File: src/rtl/comp_pkg.sv
// rtl/comp_pkg.sv - shared constants and types for the compare scheduler
package comp_pkg;

  localparam int DEFAULT_WIDTH = 32;

  localparam logic [2:0] CMP_GT = 3'b000;
  localparam logic [2:0] CMP_GE = 3'b001;
  localparam logic [2:0] CMP_LT = 3'b010;
  localparam logic [2:0] CMP_LE = 3'b011;
  localparam logic [2:0] CMP_EQ = 3'b100;
  localparam logic [2:0] CMP_NE = 3'b101;

  typedef enum logic [1:0] {
    IDLE = 2'd0,
    EXEC = 2'd1,
    DONE = 2'd2
  } state_e;

  // Codes 110 and 111 have no meaning for the comparator.
  function automatic logic ctrl_illegal(input logic [2:0] ctrl);
    return ctrl[2] & ctrl[1];
  endfunction

endpackage

File: src/rtl/comp_dcd.sv
// rtl/comp_dcd.sv - decodes less/equal flags into a condition result
module comp_dcd
  import comp_pkg::*;
(
  input  logic [2:0] ctrl,
  input  logic       less,
  input  logic       eql,
  output logic       z
);

  always_comb begin
    z = 1'b0;
    case (ctrl)
      CMP_GT:  z = ~less & ~eql;
      CMP_GE:  z = ~less;
      CMP_LT:  z = less;
      CMP_LE:  z = less | eql;
      CMP_EQ:  z = eql;
      CMP_NE:  z = ~eql;
      default: z = 1'b0;
    endcase
  end

endmodule

File: src/rtl/comp_sched.sv
// rtl/comp_sched.sv - round-robin scheduler sharing one signed comparator between two requesters
module comp_sched
  import comp_pkg::*;
#(
  parameter int WIDTH = DEFAULT_WIDTH
) (
  input  logic             clk,
  input  logic             rst,
  input  logic             req0_valid,
  output logic             req0_ready,
  input  logic [WIDTH-1:0] req0_a,
  input  logic [WIDTH-1:0] req0_b,
  input  logic [2:0]       req0_ctrl,
  input  logic             req1_valid,
  output logic             req1_ready,
  input  logic [WIDTH-1:0] req1_a,
  input  logic [WIDTH-1:0] req1_b,
  input  logic [2:0]       req1_ctrl,
  output logic             rsp_valid,
  input  logic             rsp_ready,
  output logic             rsp_id,
  output logic [WIDTH-1:0] rsp_z,
  output logic             rsp_err
);

  state_e           state_q, state_d;
  logic             rr_ptr_q, rr_ptr_d;
  logic [WIDTH-1:0] a_q, a_d;
  logic [WIDTH-1:0] b_q, b_d;
  logic [2:0]       ctrl_q, ctrl_d;
  logic             id_q, id_d;
  logic [WIDTH-1:0] rsp_z_q, rsp_z_d;
  logic             rsp_id_q, rsp_id_d;
  logic             rsp_err_q, rsp_err_d;

  logic grant0, grant1;
  logic less, eql, dcd_z, illegal;

  assign less    = $signed(a_q) < $signed(b_q);
  assign eql     = (a_q == b_q);
  assign illegal = ctrl_illegal(ctrl_q);

  comp_dcd u_dcd (
    .ctrl (ctrl_q),
    .less (less),
    .eql  (eql),
    .z    (dcd_z)
  );

  // rr_ptr only breaks ties; a lone valid requester is always granted.
  assign grant0 = req0_valid & (~req1_valid | ~rr_ptr_q);
  assign grant1 = req1_valid & (~req0_valid | rr_ptr_q);

  always_comb begin
    state_d    = state_q;
    rr_ptr_d   = rr_ptr_q;
    a_d        = a_q;
    b_d        = b_q;
    ctrl_d     = ctrl_q;
    id_d       = id_q;
    rsp_z_d    = rsp_z_q;
    rsp_id_d   = rsp_id_q;
    rsp_err_d  = rsp_err_q;
    req0_ready = 1'b0;
    req1_ready = 1'b0;

    case (state_q)
      IDLE: begin
        req0_ready = grant0;
        req1_ready = grant1;
        if (grant0) begin
          a_d      = req0_a;
          b_d      = req0_b;
          ctrl_d   = req0_ctrl;
          id_d     = 1'b0;
          rr_ptr_d = 1'b1;
          state_d  = EXEC;
        end else if (grant1) begin
          a_d      = req1_a;
          b_d      = req1_b;
          ctrl_d   = req1_ctrl;
          id_d     = 1'b1;
          rr_ptr_d = 1'b0;
          state_d  = EXEC;
        end
      end
      EXEC: begin
        rsp_z_d   = {{(WIDTH-1){1'b0}}, dcd_z & ~illegal};
        rsp_id_d  = id_q;
        rsp_err_d = illegal;
        state_d   = DONE;
      end
      DONE: begin
        if (rsp_ready) begin
          state_d = IDLE;
        end
      end
      default: state_d = IDLE;
    endcase
  end

  always_ff @(posedge clk) begin
    if (rst) begin
      state_q   <= IDLE;
      rr_ptr_q  <= 1'b0;
      id_q      <= 1'b0;
      rsp_z_q   <= '0;
      rsp_id_q  <= 1'b0;
      rsp_err_q <= 1'b0;
    end else begin
      state_q   <= state_d;
      rr_ptr_q  <= rr_ptr_d;
      id_q      <= id_d;
      rsp_z_q   <= rsp_z_d;
      rsp_id_q  <= rsp_id_d;
      rsp_err_q <= rsp_err_d;
    end
  end

  // Operand latches carry no reset: they are only consumed after an accept.
  always_ff @(posedge clk) begin
    a_q    <= a_d;
    b_q    <= b_d;
    ctrl_q <= ctrl_d;
  end

  assign rsp_valid = (state_q == DONE);
  assign rsp_id    = rsp_id_q;
  assign rsp_z     = rsp_z_q;
  assign rsp_err   = rsp_err_q;

endmodule
File: config.mk
export PLATFORM = sky130hd
export DESIGN_NAME = comp_sched
export DESIGN_NICKNAME = d
export VERILOG_FILES = /design/src/rtl/comp_pkg.sv /design/src/rtl/comp_dcd.sv /design/src/rtl/comp_sched.sv
export SDC_FILE = /design/constraint.sdc
export NUM_CORES = 1
export LEC_CHECK = 0
export CAP_MARGIN = 20
export CORE_MARGIN = 5
export CORE_UTILIZATION = 36
export CTS_CLUSTER_SIZE = 16
export DETAILED_ROUTE_END_ITERATION = 16
export PLACE_DENSITY = 0.79
export SYNTH_ARGS = -nofsm -noshare
export SYNTH_HDL_FRONTEND = slang
export SYNTH_SLANG_ARGS = --single-unit
File: constraint.sdc
create_clock -name clk -period 4.65 [get_ports clk]
set_input_delay 1.395 -clock clk [delete_from_list [all_inputs] [get_ports clk]]
set_output_delay 1.395 -clock clk [all_outputs]
set_load 0.02 [all_outputs]
==> metrics list, run 1 <==
- Outcome: complete, no violations
- Floorplan die width: 118 µm
* Detailed-route vias per instance: 4.62
- In the final timing run, aggregate negative setup slack is 0 ns.
- Measured on the finished design, the core utilization comes to 52.5%.
- Maximum fanout count along the critical path: 3
- Number of distinct library cells after synthesis: 33
- Counting flops with an async set or reset pin after synthesis yields a share of 0%.
* Area Growth Syn to Fin: 43.0%
- In the synthesized netlist the dominant register cell turns out to be edfxtp_1.
- The completed layout was analyzed and its total power is 2.02 mW.
- Setup repair after global routing left no endpoint under its margin.
- Final count of negative-setup-slack endpoints: 0
* Setup fix buffers added after clock tree synthesis: 0
- The HPWL after detailed placement is 6980 µm.
* Largest buffer count on any clock path: 2
- Clk pin slew, worst setup/hold paths: 0.06 ns
- Detail Route Antenna Nets: 0
- Summing the sequential cell areas from Yosys gives 51.3% of the chip area.
- Syn_area_per_cell: 12.5 µm²
- Signal arrival time at the worst endpoint: a little under 3 ns
- Die Ht: 118 µm
- Largest net degree at the start of global routing: 69
- The analysis attributes to cell leakage a power of 2.42 nW.
- Once layout is complete, the cells apart from fillers number between 600 and 700.
- The hold violation count in the final report came to 0.
- Based on the critical path, the design can be clocked at up to 231 MHz.
- Overall via count from detail_route: 2902
- I/O pin count: 176
- Vias in the first global route: 3194
* Number of sinks on the clock net: 74
- Port buffering added 144 buffers.
- Number of design rule violations left after detail routing: 0
- The number of antenna diodes in the final layout is 0.
- The total overflow left after global routing is 0.
* Max-cap violations: 0
- Once the clock tree was built, the resizer swapped 0 gates to a different size.
* Startpoint type of the worst setup path: input port
* DRT Pass-1 Iters: 4
- Detailed-route wire length per cell: 14.1 µm
- The initial utilization of the core area, before any placement, comes to 36.7%.
- Maximum ir drop on the vdd rail: ~150 µV
- Clock root buffer: clkbuf_16
- For the worst setup path, the data required time is 3.25 ns.
* Power per standard cell area: 337 nW/µm²
* Kind of end point of the critical path: output pin
* Total die area: 13900 µm²
* Post-placement cell count: 613
* Number of H-tree branching levels: 3
* Skew final: 0.00509 ns
* Fraction of final layout cells with drive strength greater than 1: 4.12%
- Initial DRC count: 85
- The worst path needs 4.32 ns of the cycle, external delays included.
- TritonCTS built the clock tree.
* Initial antenna violation count: 0
- For the pin with the worst max-slew slack, the measured transition is 0.898 ns.
* Global placer's final weighted congestion: 0.691
* Placement row count: 39
- The setup path with the least slack is of type input port to output pin.
* Worst-case headroom to the max-slew limit: 40.2%
- Pins Over Slew Limit: 0
* Kind of path behind the tightest hold check: flip-flop to flip-flop
- Overall fraction of global-route tracks in use: roughly 13%
* Synthesized instance count: 334
- The core region is 11400 µm².
- EDFF count, synth: 67
- Counting the buffers created by CTS gives 9.
- Nets@finish: roughly 650
- Global-route wire length before repair: 14600 µm
- The synthesized design contains 74 register bits.
- Warning count from the yosys run: 0
* Final-layout worst hold slack: 0.503 ns
- Final WL: 8860 µm
- Buffers inserted to repair hold after CTS numbered 0.
- Clock latency on the worst-skew pair, taken at its later pin, is 0.32 ns.
- In the finished design, the share of the clock period the worst path needs comes to 93.0%.
- In this run the cell area of the synthesized design comes to ~4200 µm².
## worst max-delay path, cell delays in order
cell,delay (ns)
clkdlybuf4s50_1,0.51
a21boi_4,0.20
nand2_1,0.13
inv_1,0.09
clkdlybuf4s50_1,0.60
## final cells by class
cell class	instances	area, µm²
Sequential cell	74	2150
Fill cell	1003	5430
Timing Repair Buffer	145	1450
Multi-Input combinational cell	214	1770
Inverter	37	139
Clock inverter	6	82.6
Tap cell	143	179
Clock buffer	9	225
## metrics by stage
step           setup slack [ns]  area [µm²]
6_report                  0.326        5990
5_1_grt                   0.230        5990
4_1_cts                   0.321        5990
3_5_place_dp              0.323        5680
3_3_place_gp              0.386        5680
2_1_floorplan             0.628        4300
## power breakdown
part | internal (mW) | switching (mW)
clock | 0.464 | 0.252
combinational | 0.225 | 0.215
sequential | 0.839 | 0.0266
## synthesized netlist by cell type (5+ instances only)
cell | count | share of area, %
edfxtp_1 | 67 | 48
mux2_1 | 67 | 18
inv_1 | 37 | 3.3
ha_1 | 32 | 9.6
buf_4 | 31 | 5.6
a21oi_1 | 19 | 2.3
nand2_1 | 12 | 1.1
nor2_1 | 10 | 0.90
dfxtp_1 | 7 | 3.3
clkbuf_1 | 5 | 0.45
nand3_1 | 5 | 0.60
nand4_1 | 5 | 0.75
## cell usage in the layout, fill, tap and decap left out, types with 2 or more instances in the layout
cell type,netlist,final
bufinv_16,0,2
nor4_1,3,3
a31oi_1,2,2
mux2_1,67,67
edfxtp_1,67,67
conb_1,1,31
dfxtp_1,7,7
clkinv_2,0,2
nand3_1,5,5
nand2b_1,4,3
ha_1,32,32
inv_1,37,37
o21ai_0,4,4
a221o_1,2,2
a21o_1,4,4
nand2_1,12,12
clkbuf_16,0,9
nand4_1,5,5
nor2_1,10,10
clkdlybuf4s50_1,0,144
a21oi_1,19,19
nor2b_1,2,2
## routing by layer
layer	up-vias	global-route usage, %	wire length [µm]
li1	1436	-	-
met4	0	4.16	167
met1	1336	14.0	3350
met2	116	23.2	4630
met5	-	0	0
met3	14	4.18	720
## registers in the layout, summed over array words and instances (netlist names)
signal    flops
ctrl_q        3
id_q          1
rsp_z         1
a_q          32
rr_ptr_q      1
rsp_id        1
b_q          32
state_q       2
rsp_err       1
## kinds of logic (layout without fill, tap and decap cells)
group | Yosys count | after routing | share of synthesized area [%]
other cells | 1 | 31 | 0.0895
mux | 68 | 68 | 18.2
fa+ha+maj | 32 | 32 | 9.55
buf+inv | 76 | 197 | 9.67
simple gates | 46 | 46 | 5.52
flops | 74 | 74 | 51.3
xor+xnor | 1 | 1 | 0.209
compound gates | 36 | 36 | 5.37
## worst paths after layout
| path | from | endpoint | slack (ns) | cells after the start |
|---|---|---|---|---|
| setup / recovery | req0_valid | req0_ready | 0.33 | 5 |
| hold / removal | rsp_id$_SDFFE_PP0N_ | rsp_id$_SDFFE_PP0N_ | 0.50 | 2 |
| setup reg to reg | a_q[14]$_DFFE_PP_ | rsp_z[0]$_SDFFE_PP0N_ | 2.21 | 8 |
| hold reg to reg | rsp_id$_SDFFE_PP0N_ | rsp_id$_SDFFE_PP0N_ | 0.50 | 2 |
Power figures use the tool's default switching activity.
==> inputs of run 2 (changes only) <==
--- a/config.mk
+++ b/config.mk
@@ -6,7 +6,6 @@
 export NUM_CORES = 1
 export LEC_CHECK = 0
 export CAP_MARGIN = 20
-export CORE_MARGIN = 5
 export CORE_UTILIZATION = 36
 export CTS_CLUSTER_SIZE = 16
 export DETAILED_ROUTE_END_ITERATION = 16
==> metrics list, run 2 (same netlist as run 1, synthesis figures left out) <==
- The run finished with clean final reports.
- The max-cap check violation count is 0 (unchanged).
* Beginning of the critical path: req1_valid
- The vertical extent of the die was 110 µm (-6.8%).
- The max-slew headroom at the worst pin was 40.4% (+0.22 points).
- The total die area is 12100 µm² (-13%).
- Largest net degree at the start of global routing: 69 (unchanged)
- Post-placement cell count: 613 (unchanged)
- FILL cells: 994 (-0.90%)
- The core region area came to 11400 µm² (-0.43%).
* Clk pin slew, worst setup/hold paths: 0.06 ns (about the same)
* Vias in the first global route: 2845 (-11%)
* Pins Over Slew Limit: 0 (unchanged)
- Crit-path leading delay family: buffers and inverters
* Required arrival time at the worst endpoint: 3.25 ns (about the same)
- The register area came to 2150 µm² (unchanged).
* Area of all placed cells without fillers: 6000 µm² (+0.19%)
* Most common library cell in the layout ignoring fill and taps: clkdlybuf4s50_1
- The overflow left after global routing is 0 (unchanged).
* Hold path startpoint: rsp_err$_SDFFE_PP0N_
* Net switching power: 506 µW (+2.6%)
* Detailed-route vias per instance: 4.61 (-0.23%)
- Number of endpoints with negative hold slack in the final report: 0 (unchanged)
- Number of standard cells in the layout, taps in and fillers out: 629 (+0.16%)
- The global-route wire length before repair is 12500 µm (-14%).
- Setup fix buffers added after clock tree synthesis: 0 (unchanged)
* Comb power frac: 21.6% (-0.2 points)
- Cell area after placement: 5680 µm² (unchanged)
* Global placer's final weighted congestion: 0.657 (-5.0%)
- The library cells used most frequently in the layout, excluding fill and tap cells, are clkdlybuf4s50_1 (144), mux2_1 (67), edfxtp_1 (67).
- Biggest cell delay along the critical path: 0.65 ns (+0.05 ns)
- The initial core utilization is 36.9% (+0.16 points).
- The count of vias placed by the detailed router came to 2900 (-0.069%).
* Sw Share: 24.8% (+0.42 points)
- The slew at the pin closest to its max-slew limit is 0.894 ns (-0.00330 ns).
- The number of I/O pins was 176 (unchanged).
* Final WL: 8150 µm (-8.1%)
- The timing-limited maximum frequency was 233 MHz (+0.57%).
- Total power consumption of the routed design: 2.04 mW (+0.85%)
- The end-of-flow core utilization was 52.8% (+0.32 points).
* RSZ-0062 raised after global routing: no
- The post-route antenna net violation count was 0 (unchanged).
* Number of sinks on the clock net: 74 (unchanged)
* Final count of negative-setup-slack endpoints: 0 (unchanged)
- Initial antenna violation count: 0 (unchanged)
- Power per standard cell area: 339 nW/µm² (+0.66%)
- The internal portion of total power was 1.53 mW (+0.29%).
- The worst-skew pair later-pin latency came to 0.33 ns (about the same).
- Worst path slowest cell: clkdlybuf4s50_1
* Detailed-route wire length per cell: 13.0 µm (-8.2%)
* Total negative slack: 0 ns (unchanged)
- STA classifies the critical path startpoint as an input port.
- The maximum clock insertion buffer count was 2 (unchanged).
- Sequential fraction of design power: 42.5% (-0.3 points)
- The number of levels the H-tree was split into came to 3 (unchanged).
* Ratio of final minimum period to clock period: 92.5% (-0.53 points)
- The path class of the tightest hold or removal check is flip-flop to flip-flop.
* TritonCTS clock tree: yes
* TritonCTS buffer count: 9 (unchanged)
- Leading registers by flop count: a_q: 32 flops, b_q: 32 flops, ctrl_q: 3 flops
- Floorplan die width: 110 µm (-6.8%)
- Kind of end point of the critical path: output pin
- Skew final: 0.00738 ns (+0.00228 ns)
- Overall fraction of global-route tracks in use: 14.1% (+1.3 points)
* Maximum fanout count along the critical path: 3 (unchanged)
* Maximum ir drop on the vdd rail: 228 µV (+48%)
- The DRC marker count from the first detailed-route iteration is 60 (-29%).
* Area Growth Syn to Fin: 43.2%
* Buffers & Inverters on Critical Path: 2 (-1)
- The data arrival time at the worst-slack endpoint was 2.90 ns (-0.03 ns).
- The number of buffers added on ports was 144 (unchanged).
* Type of the worst setup path: input port to output pin
- The clock share of power came to 35.9% (+0.5 points).
* Number of hold buffers added after CTS: 0 (unchanged)
- Shortest clock period the worst path allows after layout: 4.30 ns (-0.0246 ns)
- The number of inserted diodes is 0 (unchanged).
- Clock root buffer: clkbuf_16
* Placement row count: 39 (unchanged)
- The number of DRC violations after detailed routing was 0 (unchanged).
* Nets@finish: 652 (unchanged)
* Area of combinational cells with multiple inputs: 1770 µm² (unchanged)
- The placed wire-length estimate was 6300 µm (-9.7%).
* Cell-by-cell trace of the critical path: clkdlybuf4s50_1, nand2_1, a21oi_1, clkdlybuf4s50_1
* Most frequent CP cell: clkdlybuf4s50_1
- DRT Pass-1 Iters: 6 (+2)
- Fraction of final layout cells with drive strength greater than 1: 4.53% (+0.40 points)
* Number of resized instances in the post-cts repair step: 0 (unchanged)
* Leak Pwr: 2.42 nW (about the same)
* Reg2reg start: a_q[23]$_DFFE_PP_
run 2: cell types whose count changed in the layout (fill, tap and decap cells not counted):
cell        previous run  this run
clkinv_1               1         0
clkinvlp_4             0         2
run 2: final timing paths:
kind	to	depth (start not counted)	slack [ns]
max	req1_ready	4	0.35
min	rsp_err$_SDFFE_PP0N_	2	0.49
max reg2reg	rsp_z[0]$_SDFFE_PP0N_	8	2.11
min reg2reg	rsp_err$_SDFFE_PP0N_	2	0.49
run 2: stage by stage:
step | hold WS [ns] | worst slack (ns)
after floorplan | 0.456 | 0.628
after global routing | 0.534 | 0.272
final | 0.492 | 0.351
after global placement | 0.477 | 0.392
after CTS | 0.498 | 0.345
after detailed placement | 0.483 | 0.355
run 2: layout make-up:
class	count	share of cell area, %
clock inverters	7	1.56
multi-input cells	214	29.4
flip-flops and latches	74	35.8
well taps	143	2.98
repair buffers	145	24.1
clock buffers	9	3.75
inverters	37	2.31
run 2: power groups by stage:
stage | clock network, mW | logic, mW | registers (mW)
after floorplan | 0 | 0.268 | 0.877
after detailed placement | 0 | 0.444 | 0.880
after global placement | 0 | 0.428 | 0.876
final | 0.731 | 0.441 | 0.865
after global routing | 0.774 | 0.495 | 0.875
after CTS | 0.747 | 0.449 | 0.867
run 2: worst register-to-register path: stages (launching register included):
cell and delay, ns:
edfxtp_1 0.37, ha_1 0.32, nand4_1 0.16, nor4_1 0.51, nand4_1 0.29, xnor2_1 0.19
nor4b_1 0.41, a221oi_2 0.06, a21oi_1 0.15
run 2: metal layers:
metal	GRT usage, %	wire, µm	up-vias
li1	-	-	1439
met1	15.0	3160	1339
met2	25.7	4340	107
met3	3.14	464	15
met4	7.52	190	0
met5	0	0	-
